--- config.mk ---
export PLATFORM = sky130hd
export DESIGN_NAME = memory_arbiter
export DESIGN_NICKNAME = d
export VERILOG_FILES = /design/src/rtl/cpu_types_pkg.sv /design/src/rtl/memory_arbiter.sv
export SDC_FILE = /design/constraint.sdc
export NUM_CORES = 1
export LEC_CHECK = 0
export ABC_AREA = 1
export BUFFER_PORTS_ARGS = -buffer_cell sky130_fd_sc_hd__buf_2
export CAP_MARGIN = 20
export CORE_AREA = 2 2 102 104
export DETAILED_ROUTE_END_ITERATION = 12
export DIE_AREA = 0 0 104 106
export GPL_TIMING_DRIVEN = 1
export PLACE_DENSITY = 0.85
export REMOVE_ABC_BUFFERS = 1
export SLEW_MARGIN = 20
export SYNTH_ARGS = -nofsm -noshare
export SYNTH_HDL_FRONTEND = slang
export SYNTH_SLANG_ARGS = --single-unit
--- constraint.sdc ---
create_clock -name CLK -period 1.7 [get_ports CLK]
set_input_delay 0.34 -clock CLK [delete_from_list [all_inputs] [get_ports CLK]]
set_output_delay 0.34 -clock CLK [all_outputs]
set_load 0.1 [all_outputs]
--- src/rtl/cpu_types_pkg.sv ---
// Shared CPU types: the 32-bit word and the memory arbiter state encoding.
package cpu_types_pkg;

  localparam int WORD_W = 32;

  typedef logic [WORD_W-1:0] word_t;

  typedef enum logic [1:0] {
    IDLE  = 2'd0,
    DBUSY = 2'd1,
    IBUSY = 2'd2
  } arb_state_t;

endpackage

--- src/rtl/memory_arbiter.sv ---
// Memory arbiter: serves instruction fetches and data reads/writes on a
// single-ported RAM, one access at a time, with one-cycle hit pulses.
// Data normally has priority; defining MEM_ARB_FAIR_EN adds a counter that
// forces an instruction grant after FAIR_LIMIT consecutive data grants made
// while a fetch was waiting.
//
// state | meaning
// ------+-------------------------------------------------------------
// IDLE  | no access in flight; strobes low; arbitrate at end of cycle
// DBUSY | data access in flight from latched addr/store/op
// IBUSY | instruction fetch in flight from latched addr
module memory_arbiter
  import cpu_types_pkg::*;
#(
  parameter int FAIR_LIMIT = 4
) (
  input  logic  CLK,
  input  logic  nRST,
  input  logic  imemREN,
  input  word_t imemaddr,
  input  logic  dmemREN,
  input  logic  dmemWEN,
  input  word_t dmemaddr,
  input  word_t dmemstore,
  output logic  ihit,
  output logic  dhit,
  output word_t imemload,
  output word_t dmemload,
  output logic  ramREN,
  output logic  ramWEN,
  output word_t ramaddr,
  output word_t ramstore,
  input  word_t ramload,
  input  logic  ramready
);

  arb_state_t state_q, state_d;
  word_t      addr_q, addr_d;
  word_t      store_q, store_d;
  logic       write_q, write_d;
  logic       grant_i, grant_d;
  logic       force_i;
  logic       d_owner;

  // The data access stays alive only while the request that started it is held.
  assign d_owner = write_q ? dmemWEN : dmemREN;

`ifdef MEM_ARB_FAIR_EN
  localparam int FAIR_W = (FAIR_LIMIT < 1) ? 1 : $clog2(FAIR_LIMIT + 1);

  logic [FAIR_W-1:0] fair_cnt_q, fair_cnt_d;

  // Fetch is forced once the data side has used up its run of grants.
  assign force_i = imemREN && (fair_cnt_q >= FAIR_W'(FAIR_LIMIT));

  // Saturating run length of data grants taken over a waiting fetch.
  always_comb begin
    fair_cnt_d = fair_cnt_q;
    if (grant_i) begin
      fair_cnt_d = '0;
    end else if (grant_d) begin
      if (!imemREN) begin
        fair_cnt_d = '0;
      end else if (fair_cnt_q < FAIR_W'(FAIR_LIMIT)) begin
        fair_cnt_d = fair_cnt_q + 1'b1;
      end
    end
  end

  // Fairness counter register.
  always_ff @(posedge CLK or negedge nRST) begin
    if (!nRST) begin
      fair_cnt_q <= '0;
    end else begin
      fair_cnt_q <= fair_cnt_d;
    end
  end
`else
  logic [31:0] fair_limit_unused;
  assign fair_limit_unused = 32'(FAIR_LIMIT);
  assign force_i = 1'b0;
`endif

  // Arbitration, latching of the granted request, and completion/abort.
  always_comb begin
    state_d = state_q;
    addr_d  = addr_q;
    store_d = store_q;
    write_d = write_q;
    grant_i = 1'b0;
    grant_d = 1'b0;
    case (state_q)
      IDLE: begin
        if (force_i) begin
          grant_i = 1'b1;
        end else if (dmemREN || dmemWEN) begin
          grant_d = 1'b1;
        end else if (imemREN) begin
          grant_i = 1'b1;
        end
        if (grant_d) begin
          state_d = DBUSY;
          addr_d  = dmemaddr;
          store_d = dmemstore;
          write_d = dmemWEN;
        end else if (grant_i) begin
          state_d = IBUSY;
          addr_d  = imemaddr;
          write_d = 1'b0;
        end
      end
      DBUSY: begin
        if (ramready || !d_owner) begin
          state_d = IDLE;
        end
      end
      IBUSY: begin
        if (ramready || !imemREN) begin
          state_d = IDLE;
        end
      end
      default: state_d = IDLE;
    endcase
  end

  // State and latched request registers.
  always_ff @(posedge CLK or negedge nRST) begin
    if (!nRST) begin
      state_q <= IDLE;
      addr_q  <= '0;
      store_q <= '0;
      write_q <= 1'b0;
    end else begin
      state_q <= state_d;
      addr_q  <= addr_d;
      store_q <= store_d;
      write_q <= write_d;
    end
  end

  // RAM side is driven purely from registered state, so strobes drop the
  // cycle after an abort and address/data hold their values while idle.
  always_comb begin
    ramREN   = (state_q == IBUSY) || ((state_q == DBUSY) && !write_q);
    ramWEN   = (state_q == DBUSY) && write_q;
    ramaddr  = addr_q;
    ramstore = store_q;
  end

  // Hits and load data follow ramready combinationally in the busy cycle.
  always_comb begin
    ihit     = (state_q == IBUSY) && ramready;
    dhit     = (state_q == DBUSY) && ramready;
    imemload = ihit ? ramload : '0;
    dmemload = (dhit && !write_q) ? ramload : '0;
  end

endmodule

Word-level counts from Yosys, hierarchy flattened
Cells that the tools add are included.

operators by class
  eq/ne operators = 5
  muxes and demuxes = 17
  reduce and logical (&&, ||, !) cells = 17

operator list
  kind                  number
  $mux W32              4
  $mux W1               8
  $mux W2               4
  $pmux W2 S3           1
  $logic_and A1 B1 Y1   5
  $logic_or A1 B1 Y1    4
  $ne A2 B2 Y1 const B  2
  $reduce_and A2 Y1     2
  $logic_not A1 Y1      3
  $ne A3 B3 Y1 const B  1
  $reduce_and A3 Y1     1
  $eq A2 B1 Y1 const B  1
  $eq A2 B2 Y1 const B  1
  $logic_not A2 Y1      1
  $reduce_bool A2 Y1    1

word-level totals
  bits in registers = 67
  input bits = 134
  logic and storage cells = 43

Logic depth before layout (Yosys ltp)
Gate-level depths: netlist of the first run.

  word-level depth = 6
  depth in mapped cells = 8
  mapped depth without buffers = 6

Worst setup path after synthesis of the first run
Ideal clock, no wire load.

  path kind = flip-flop to output port
  start point = reg state_q[1]
  end point = out dmemload[10]
  arrival = 3645 ps
  required time = 1360 ps
  setup slack = -2285 ps
  stages on the path, launching flop included = 7
  buffers on the path = 1
  path through = dfrtp_1 inv_1 nand2_1 nor2_1 nand2_1 buf_2 nor2_1

between the ends
  cells in the longest elaborated chain, start to end = 4

ends and longest elaborated chain
  what                      RTL line               source
  start: declaration        memory_arbiter.sv:37   arb_state_t state_q, state_d;
  start signal: assignment  memory_arbiter.sv:134  state_q <= state_d;
  $eq A2 B1 Y1              memory_arbiter.sv:153  dhit = (state_q == DBUSY) && ramready;
  $logic_and A1 B1 Y1       memory_arbiter.sv:153
  named net dhit            memory_arbiter.sv:26   output logic dhit,
  $logic_and A1 B1 Y1       memory_arbiter.sv:155  dmemload = (dhit && !write_q) ? ramload : '0;
  $mux W32                  memory_arbiter.sv:155
  end: declaration          memory_arbiter.sv:28   output word_t dmemload,

The timed path passes the listed nets, and every way through them passes these cells.

Worst setup path after layout of the first run
  start point = reg state_q[1]
  end point = out dmemload[13]

between the ends
  cells in the longest elaborated chain, start to end = 4

ends and longest elaborated chain
  what                 RTL line
  $eq A2 B1 Y1         memory_arbiter.sv:153
  $logic_and A1 B1 Y1  memory_arbiter.sv:153
  $logic_and A1 B1 Y1  memory_arbiter.sv:155
  $mux W32             memory_arbiter.sv:155

Every way passes these cells.

==> out/metrics.csv, run 1 <==
stage;metric;value;unit
status;status;finished, violations left;
status;violations;negative setup slack;
setup_path;ff_to_ff_setup_slack;0.28;ns
placement;globalplace.congestion;0.850;
sta;achievable-frequency;0.491;GHz
drt;via_per_inst;4.85;
finish;finish.cell_count_without_fillers;921;
clock_network;tritoncts;built;
flow_run;drv.max_cap_violation_count;0;
clock_network;h-tree-depth;3;
sta;timing.final.ws_setup;-0.336;ns
clock_network;cts.sink_count;67;
setup_path;cp.arrival;1.70;ns
finish;fin_nets;910;
synth;netlist-cell-type-count;15;
drt;postRouteWirelength;15.3;mm
placement;dpl.cell_count;897;
finish;area_delta_synth_final;92.3;%
floorplanning;ios;266;
setup_path;cp-end-kind;primary output;
finish;drive_above_1_share;48.3;%
drt;via_count;4465;
setup_path;crit_required;1.36;ns
global_route;grt_overflow;0;
global_route;grt_max_degree;68;
drt;first_pass_iters;5;
pwr;p_per_area;2240;nW/um^2
drt;drt-wirelength-per-cell;16.6;um
floorplanning;coreArea;10000;sq um
sta;slew_violations;0;
synth;syn-mean-instance-area;6.89;sq um
drt;ant_nets;0;
synth;postSynthCellCount;515;
sta;final.min_clock_period;2.04;ns
floorplanning;core.rowCount;37;
synth;synth_top_area_share;47.2;%
sta;slew_limit_headroom;62.7;%
synth;mappedNetlistArea;3550;sq um
clock_network;cts_root_buf;clkbuf_8;
clock_network;cts_buf_count;9;
pwr;cellLeakagePower;3.62;nW
floorplanning;dieArea;11000;sq um
global_route;antenna_found_initial;6;
floorplanning;fp.dieH;106;um
setup_path;start_kind;flip-flop;
placement;input_output_buffers;265;
synth;yosysWarningCount;0;
drt;remaining_drc_errors;0;
sta;fin_worst_hold_slack;0.0142;ns
drt;dr.first_iter.drc_count;217;
setup_path;worstSetupPathType;flip-flop to primary output;
clock_network;max-clock-path-buffers;2;
sta;final_hold_viol_count;0;
global_route;via_count_of_the_first_global_routing_pass;4241;
sta;finClkSkew;0.0114;ns
sta;rsz0062_at_grt;yes;
finish;fillerInstances;772;
placement;hpwlAfterDp;9.92;mm
synth;synth_largest_area_cell;dfrtp_1;
floorplanning;dieWidth;104;um
floorplanning;starting_density_of_the_core;35.5;%
synth;synth.yosys.seq_area_share;47.2;%
clock_network;cts.reportedPaths.clkPinSlew;0.07;ns
global_route;globalRouteTotalUtil;24.5;%
clock_network;clock_latency;0.34;ns
min_path;worstHoldPathType;primary input to async pin;
global_route;grt_first_pass_wirelength;21.6;mm
pwr;irDropWorstVdd;1.57;mV
sta;period_share;120;%
setup_path;path_max_fanout;8;
sta;worst-slew-pin-transition;0.563;ns
synth;ys_top_cells_by_area;dfrtp_1 (47%), nand2_1 (21%), nand3_1 (9.4%), nor2_1 (7.2%), o21ai_0 (4.8%);
sta;setup_viol;65;
synth;postSynthRegisterBits;67;
[where the power goes]
group | internal, mW | leakage, nW | switching [mW] | total (mW)
Clock | 1.01 | 0.123 | 0.595 | 1.61
Sequential | 2.36 | 0.823 | 0.440 | 2.80
Combinational | 2.05 | 2.67 | 8.85 | 10.9
[cells in the mapped netlist]
| library cell | count |
|---|---|
| inv_2 | 1 |
| buf_4 | 3 |
| clkbuf_1 | 15 |
| nand2_2 | 4 |
| buf_2 | 14 |
| o21ai_0 | 34 |
| nand2_1 | 199 |
| nor2_1 | 68 |
| inv_1 | 38 |
| o21bai_1 | 1 |
| dfrtp_1 | 67 |
| nor2_4 | 1 |
| nand3_1 | 67 |
| buf_6 | 2 |
| buf_1 | 1 |
[cells by family after synthesis]
family / after synthesis / synth area share (%)
and+or+nand+nor: 339 / 38.7
buffers and inverters: 74 / 9.06
DFF: 67 / 47.2
AOI/OAI and AO/OA: 35 / 5.01
[per-stage QoR]
step | setup TNS (ns) | util, % | power [mW] | setup WS, ns | instance area (sq um)
2_1_floorplan | -152.13 | - | 10.7 | -2.94 | 3370
3_3_place_gp | -1.13 | 60.7 | 13.1 | -0.0650 | 6070
3_5_place_dp | -0.0487 | 60.8 | 13.3 | -0.0238 | 6080
4_1_cts | -16.73 | 66.0 | 15.1 | -0.281 | 6600
5_1_grt | -23.75 | 68.3 | 15.9 | -0.413 | 6830
6_report | -18.18 | 68.3 | 15.3 | -0.336 | 6830
[area by class of cell]
class	instances	area [sq um]	share of cell area (%)
Antenna cell	4	10.0	0.147
Clock buffer	11	141	2.07
Clock inverter	5	100	1.47
Inverter	39	146	2.14
Multi-Input combinational cell	374	1960	28.7
Sequential cell	67	1680	24.6
Tap cell	136	170	2.49
Timing Repair Buffer	285	2620	38.4
[sequential cells by signal, summed over array words and instances, names as in the netlist]
signal and count:
state_q 2, write_q 1, ramaddr 32, ramstore 32
[critical path: stages, from the launching register on]
cell and delay [ns]:
dfrtp_1 0.40, inv_2 0.09, nand2_4 0.07, nor2_4 0.14, nand2_4 0.12, clkbuf_16 0.21
nor2_4 0.13, buf_12 0.19
[final timing paths]
path	start	to	depth (start not counted)
max	state_q[1]	dmemload[13]	7
min	nRST	ramstore[30]	2
max reg2reg	state_q[1]	state_q[1]	6
min reg2reg	ramstore[23]	ramstore[23]	2
max in group asynchronous	nRST	ramaddr[13]	2
min in group CLK	dmemstore[29]	ramstore[29]	3
[layout by cell type, fill, tap and decap left out, drive strengths merged]
master and n:
buf 283, o21bai 1, nand2 203, nand3 67
diode 4, bufinv 3, dfrtp 67, clkinv 2
inv 39, o21ai 34, clkbuf 13, nor2 69
[timing repair]
item                       in CTS  in global routing
pin swaps                       0                  2
hold endpoints to repair        0                  0
gates resized for setup        84                 34
cloned                          1                  2
setup buffers                   0                  1
hold buffers                    0                  0
setup endpoints to repair      65                 68
[routing by layer]
layer / global-route usage, % / share of wire [%]
met4: 11.8 / 4.3
met1: 26.7 / 36
met2: 43.8 / 52
met5: 0 / 0.20
met3: 6.93 / 7.2
Note: power is estimated with default switching activity, not from simulation.
==> inputs of run 2 (changes only) <==
--- a/config.mk
+++ b/config.mk
@@ -5,14 +5,13 @@
 export SDC_FILE = /design/constraint.sdc
 export NUM_CORES = 1
 export LEC_CHECK = 0
-export ABC_AREA = 1
 export BUFFER_PORTS_ARGS = -buffer_cell sky130_fd_sc_hd__buf_2
 export CAP_MARGIN = 20
 export CORE_AREA = 2 2 102 104
 export DETAILED_ROUTE_END_ITERATION = 12
 export DIE_AREA = 0 0 104 106
 export GPL_TIMING_DRIVEN = 1
-export PLACE_DENSITY = 0.85
+export PLACE_DENSITY = 0.84
 export REMOVE_ABC_BUFFERS = 1
 export SLEW_MARGIN = 20
 export SYNTH_ARGS = -nofsm -noshare
==> run 2 against run 1 <==
  * The run still ends with negative setup slack left
  * Register-to-register slack worse by 0.12 ns
  * First-iteration DRC count shrank 53%
  * Clock power fell by 16%
  * Clock-buffer cell count did not move
  * Synthesized cell count down 49%
  * Final cell count fell by 26%
  * Sequential share of layout area grew 1.9 points
  * Worst hold slack improved by 0.0030 ns
  * Routed wire length shrank 27%
  * Synthesized area is 3.3% lower
  * Non-clock buffer count is 5 lower
  * Via count is 31% lower
  * Critical endpoint is now imemload[6]
  * Highest routed layer is now met4
==> out/metrics.csv, run 2 <==
stage;metric;value;unit;change
status;status;finished, violations left;;unchanged
status;violations;negative setup slack;;unchanged
pwr;cellLeakagePower;3.01;nW;was 3.62 nW
finish;area_delta_synth_final;85.0;%;was 92.3%
finish;finalCoreUtilization;63.5;%;was 68.3%
setup_path;cp.arrival;1.66;ns;was 1.70 ns
synth;syn-mean-instance-area;13.0;sq um;was 6.89 sq um
sta;slew_violations;0;;unchanged
floorplanning;dieArea;11000;sq um;unchanged
drt;first_pass_iters;4;;was 5
global_route;antenna_found_initial;2;;was 6
drt;dr.first_iter.drc_count;103;;was 217
setup_path;crit_required;1.36;ns;about the same
clock_network;cts_hold_bufs;0;;unchanged
setup_path;path_max_fanout;16;;was 8
finish;finish.cell_count_without_fillers;681;;was 921
setup_path;worstSetupPathType;flip-flop to primary output;;unchanged
synth;mappedNetlistArea;3430;sq um;was 3550 sq um
sta;fin_worst_hold_slack;0.0172;ns;was 0.0142 ns
synth;postSynthRegisterBits;67;;unchanged
floorplanning;ios;266;;unchanged
synth;netlist-cell-type-count;24;;was 15
min_path;worstHoldPathType;primary input to async pin;;unchanged
sta;slew_limit_headroom;66.4;%;was 62.7%
sta;worst-slew-pin-transition;0.507;ns;was 0.563 ns
synth;synth.yosys.seq_area_share;48.9;%;was 47.2%
drt;drt-wirelength-per-cell;16.3;um;was 16.6 um
sta;final.setup.tns;-17.70;ns;was -18.18 ns
clock_network;max-clock-path-buffers;2;;unchanged
sta;timing.final.ws_setup;-0.297;ns;was -0.336 ns
clock_network;h-tree-depth;3;;unchanged
sta;rsz0062_at_grt;yes;;unchanged
clock_network;tritoncts;built;;unchanged
placement;dpl.cell_count;662;;was 897
synth;yosysWarningCount;0;;unchanged
flow_run;drv.max_cap_violation_count;0;;unchanged
sta;final.min_clock_period;2.00;ns;was 2.04 ns
setup_path;critical_path.reg2reg.startpoint;state_q[0];;was state_q[1]
synth;asyncSetResetFlopFracSynth;100;%;unchanged
synth;netlist_top_cells_count;mux2_2 (90), dfrtp_1 (67), and2_1 (64), clkbuf_1 (6);;was nand2_1 (199), nor2_1 (68), dfrtp_1 (67), nand3_1 (67), inv_1 (38)
finish;most_frequent_cells_in_the_layout;buf_2 (197), mux2_2 (90), buf_12 (74);;was nand2_1 (197), buf_2 (197), buf_12 (73)
finish;drive_above_1_share;79.0;%;was 48.3%
placement;placement.cell_area;6010;sq um;was 6080 sq um
sta;final_hold_viol_count;0;;unchanged
clock_network;cts_root_buf;clkbuf_8;;unchanged
clock_network;cts_buf_count;9;;unchanged
floorplanning;starting_density_of_the_core;34.3;%;was 35.5%
setup_path;regToRegEndpoint;ramstore[5];;was state_q[1]
sta;period_share;117;%;was 120%
synth;synth_enable_flop_cells;0;;unchanged
synth;synth_largest_area_cell;dfrtp_1;;unchanged
pwr;p_per_area;1930;nW/um^2;was 2240 nW/um^2
setup_path;ff_to_ff_setup_slack;0.16;ns;was 0.28 ns
finish;fin_nets;673;;was 910
clock_network;clock_latency;0.34;ns;about the same
synth;synth-main-ff-cell;dfrtp_1;;unchanged
placement;input_output_buffers;265;;unchanged
placement;globalplace.congestion;0.868;;was 0.850
synth;synth_top_area_share;48.9;%;was 47.2%
finish;leading_cell_type_in_the_layout_fill_and_taps_excluded;buf_2;;
global_route;grt_first_pass_wirelength;17.5;mm;was 21.6 mm
setup_path;start_kind;flip-flop;;unchanged
sta;setup_viol;66;;was 65
floorplanning;fp.dieH;106;um;unchanged
global_route;grt_max_degree;68;;unchanged
placement;place_worst_setup_slack;0.0337;ns;was -0.0238 ns
synth;ys_top_cells_by_area;dfrtp_1 (49%), mux2_2 (30%), and2_1 (12%), mux2_4 (1.8%), clkbuf_8 (1.2%);;was dfrtp_1 (47%), nand2_1 (21%), nand3_1 (9.4%), nor2_1 (7.2%), o21ai_0 (4.8%)
pwr;total_power;12.2;mW;was 15.3 mW
setup_path;cp-end-kind;primary output;;unchanged
clock_network;cts.sink_count;67;;unchanged
synth;yosysMostFrequentCell;mux2_2;;was nand2_1
global_route;grt_overflow;0;;unchanged
sta;achievable-frequency;0.501;GHz;was 0.491 GHz
placement;hpwlAfterDp;8.91;mm;was 9.92 mm
pwr;irDropWorstVdd;2.03;mV;was 1.57 mV
global_route;globalRouteTotalUtil;20.2;%;was 24.5%
global_route;via_count_of_the_first_global_routing_pass;3499;;was 4241
drt;via_count;3103;;was 4465
finish;finish.instance_area;6350;sq um;was 6830 sq um
setup_path;rr_worst_depth;5;;was 6
floorplanning;dieWidth;104;um;unchanged
floorplanning;core.rowCount;37;;unchanged
drt;postRouteWirelength;11.1;mm;was 15.3 mm
drt;via_per_inst;4.56;;was 4.85
sta;finClkSkew;0.00594;ns;was 0.0114 ns
floorplanning;coreArea;10000;sq um;unchanged
clock_network;cts.reportedPaths.clkPinSlew;0.07;ns;about the same
synth;postSynthCellCount;263;;was 515
drt;ant_nets;0;;unchanged
drt;remaining_drc_errors;0;;unchanged
run 2: worst max path at each step:
stage                           from           end  slack, ns  depth (start not counted)
after floorplan           state_q[0]   imemload[0]      -2.01                          3
after global placement      ramready  dmemload[11]       0.06                          6
after detailed placement  state_q[0]   imemload[6]       0.03                          5
after CTS                 state_q[1]  dmemload[23]      -0.32                          5
after global routing      state_q[0]  imemload[24]      -0.39                          5
final                     state_q[0]   imemload[6]      -0.30                          5
run 2: cell type report:
type                            count  area [sq um]
Fill cell                         746          3650
Timing Repair Buffer              280          2550
Multi-Input combinational cell    179          1730
Sequential cell                    67          1680
Tap cell                          136           170
Clock buffer                       11           151
Clock inverter                      4          50.0
Inverter                            2          7.51
Antenna cell                        2          5.00
run 2: kinds of logic (layout without fill, tap and decap cells):
logic type	count (synthesis)	in the layout	share of synthesized area, %
mux	97	97	32.2
simple gates	77	77	13.9
flops	67	67	48.9
buf+inv	17	297	3.72
compound gates	5	5	1.31
other cells	0	2	0
run 2: report_power, final:
group	internal, mW	total [mW]	leakage (nW)	switching, mW
clock	0.747	1.35	0.0974	0.601
sequential	2.23	2.58	0.783	0.352
combinational	1.82	8.30	2.13	6.48
run 2: worst max-delay path: stages (launching register included):
cell,delay (ns)
dfrtp_1,0.39
nand2b_1,0.22
nor2_4,0.17
clkbuf_16,0.20
and2_4,0.16
buf_12,0.17
run 2: timing repair:
action                                  in CTS  in global routing
setup buffers                                0                  1
resized for setup                           36                  2
endpoints found under the setup margin      68                 68
gates cloned                                 0                  1
run 2: per-layer routing:
layer	wire, um	global-route usage, %	share of wire [%]
met3	914	5.89	8.2
met1	4210	22.4	38
met5	0	0	0
met4	314	10.0	2.8
met2	5700	35.3	51
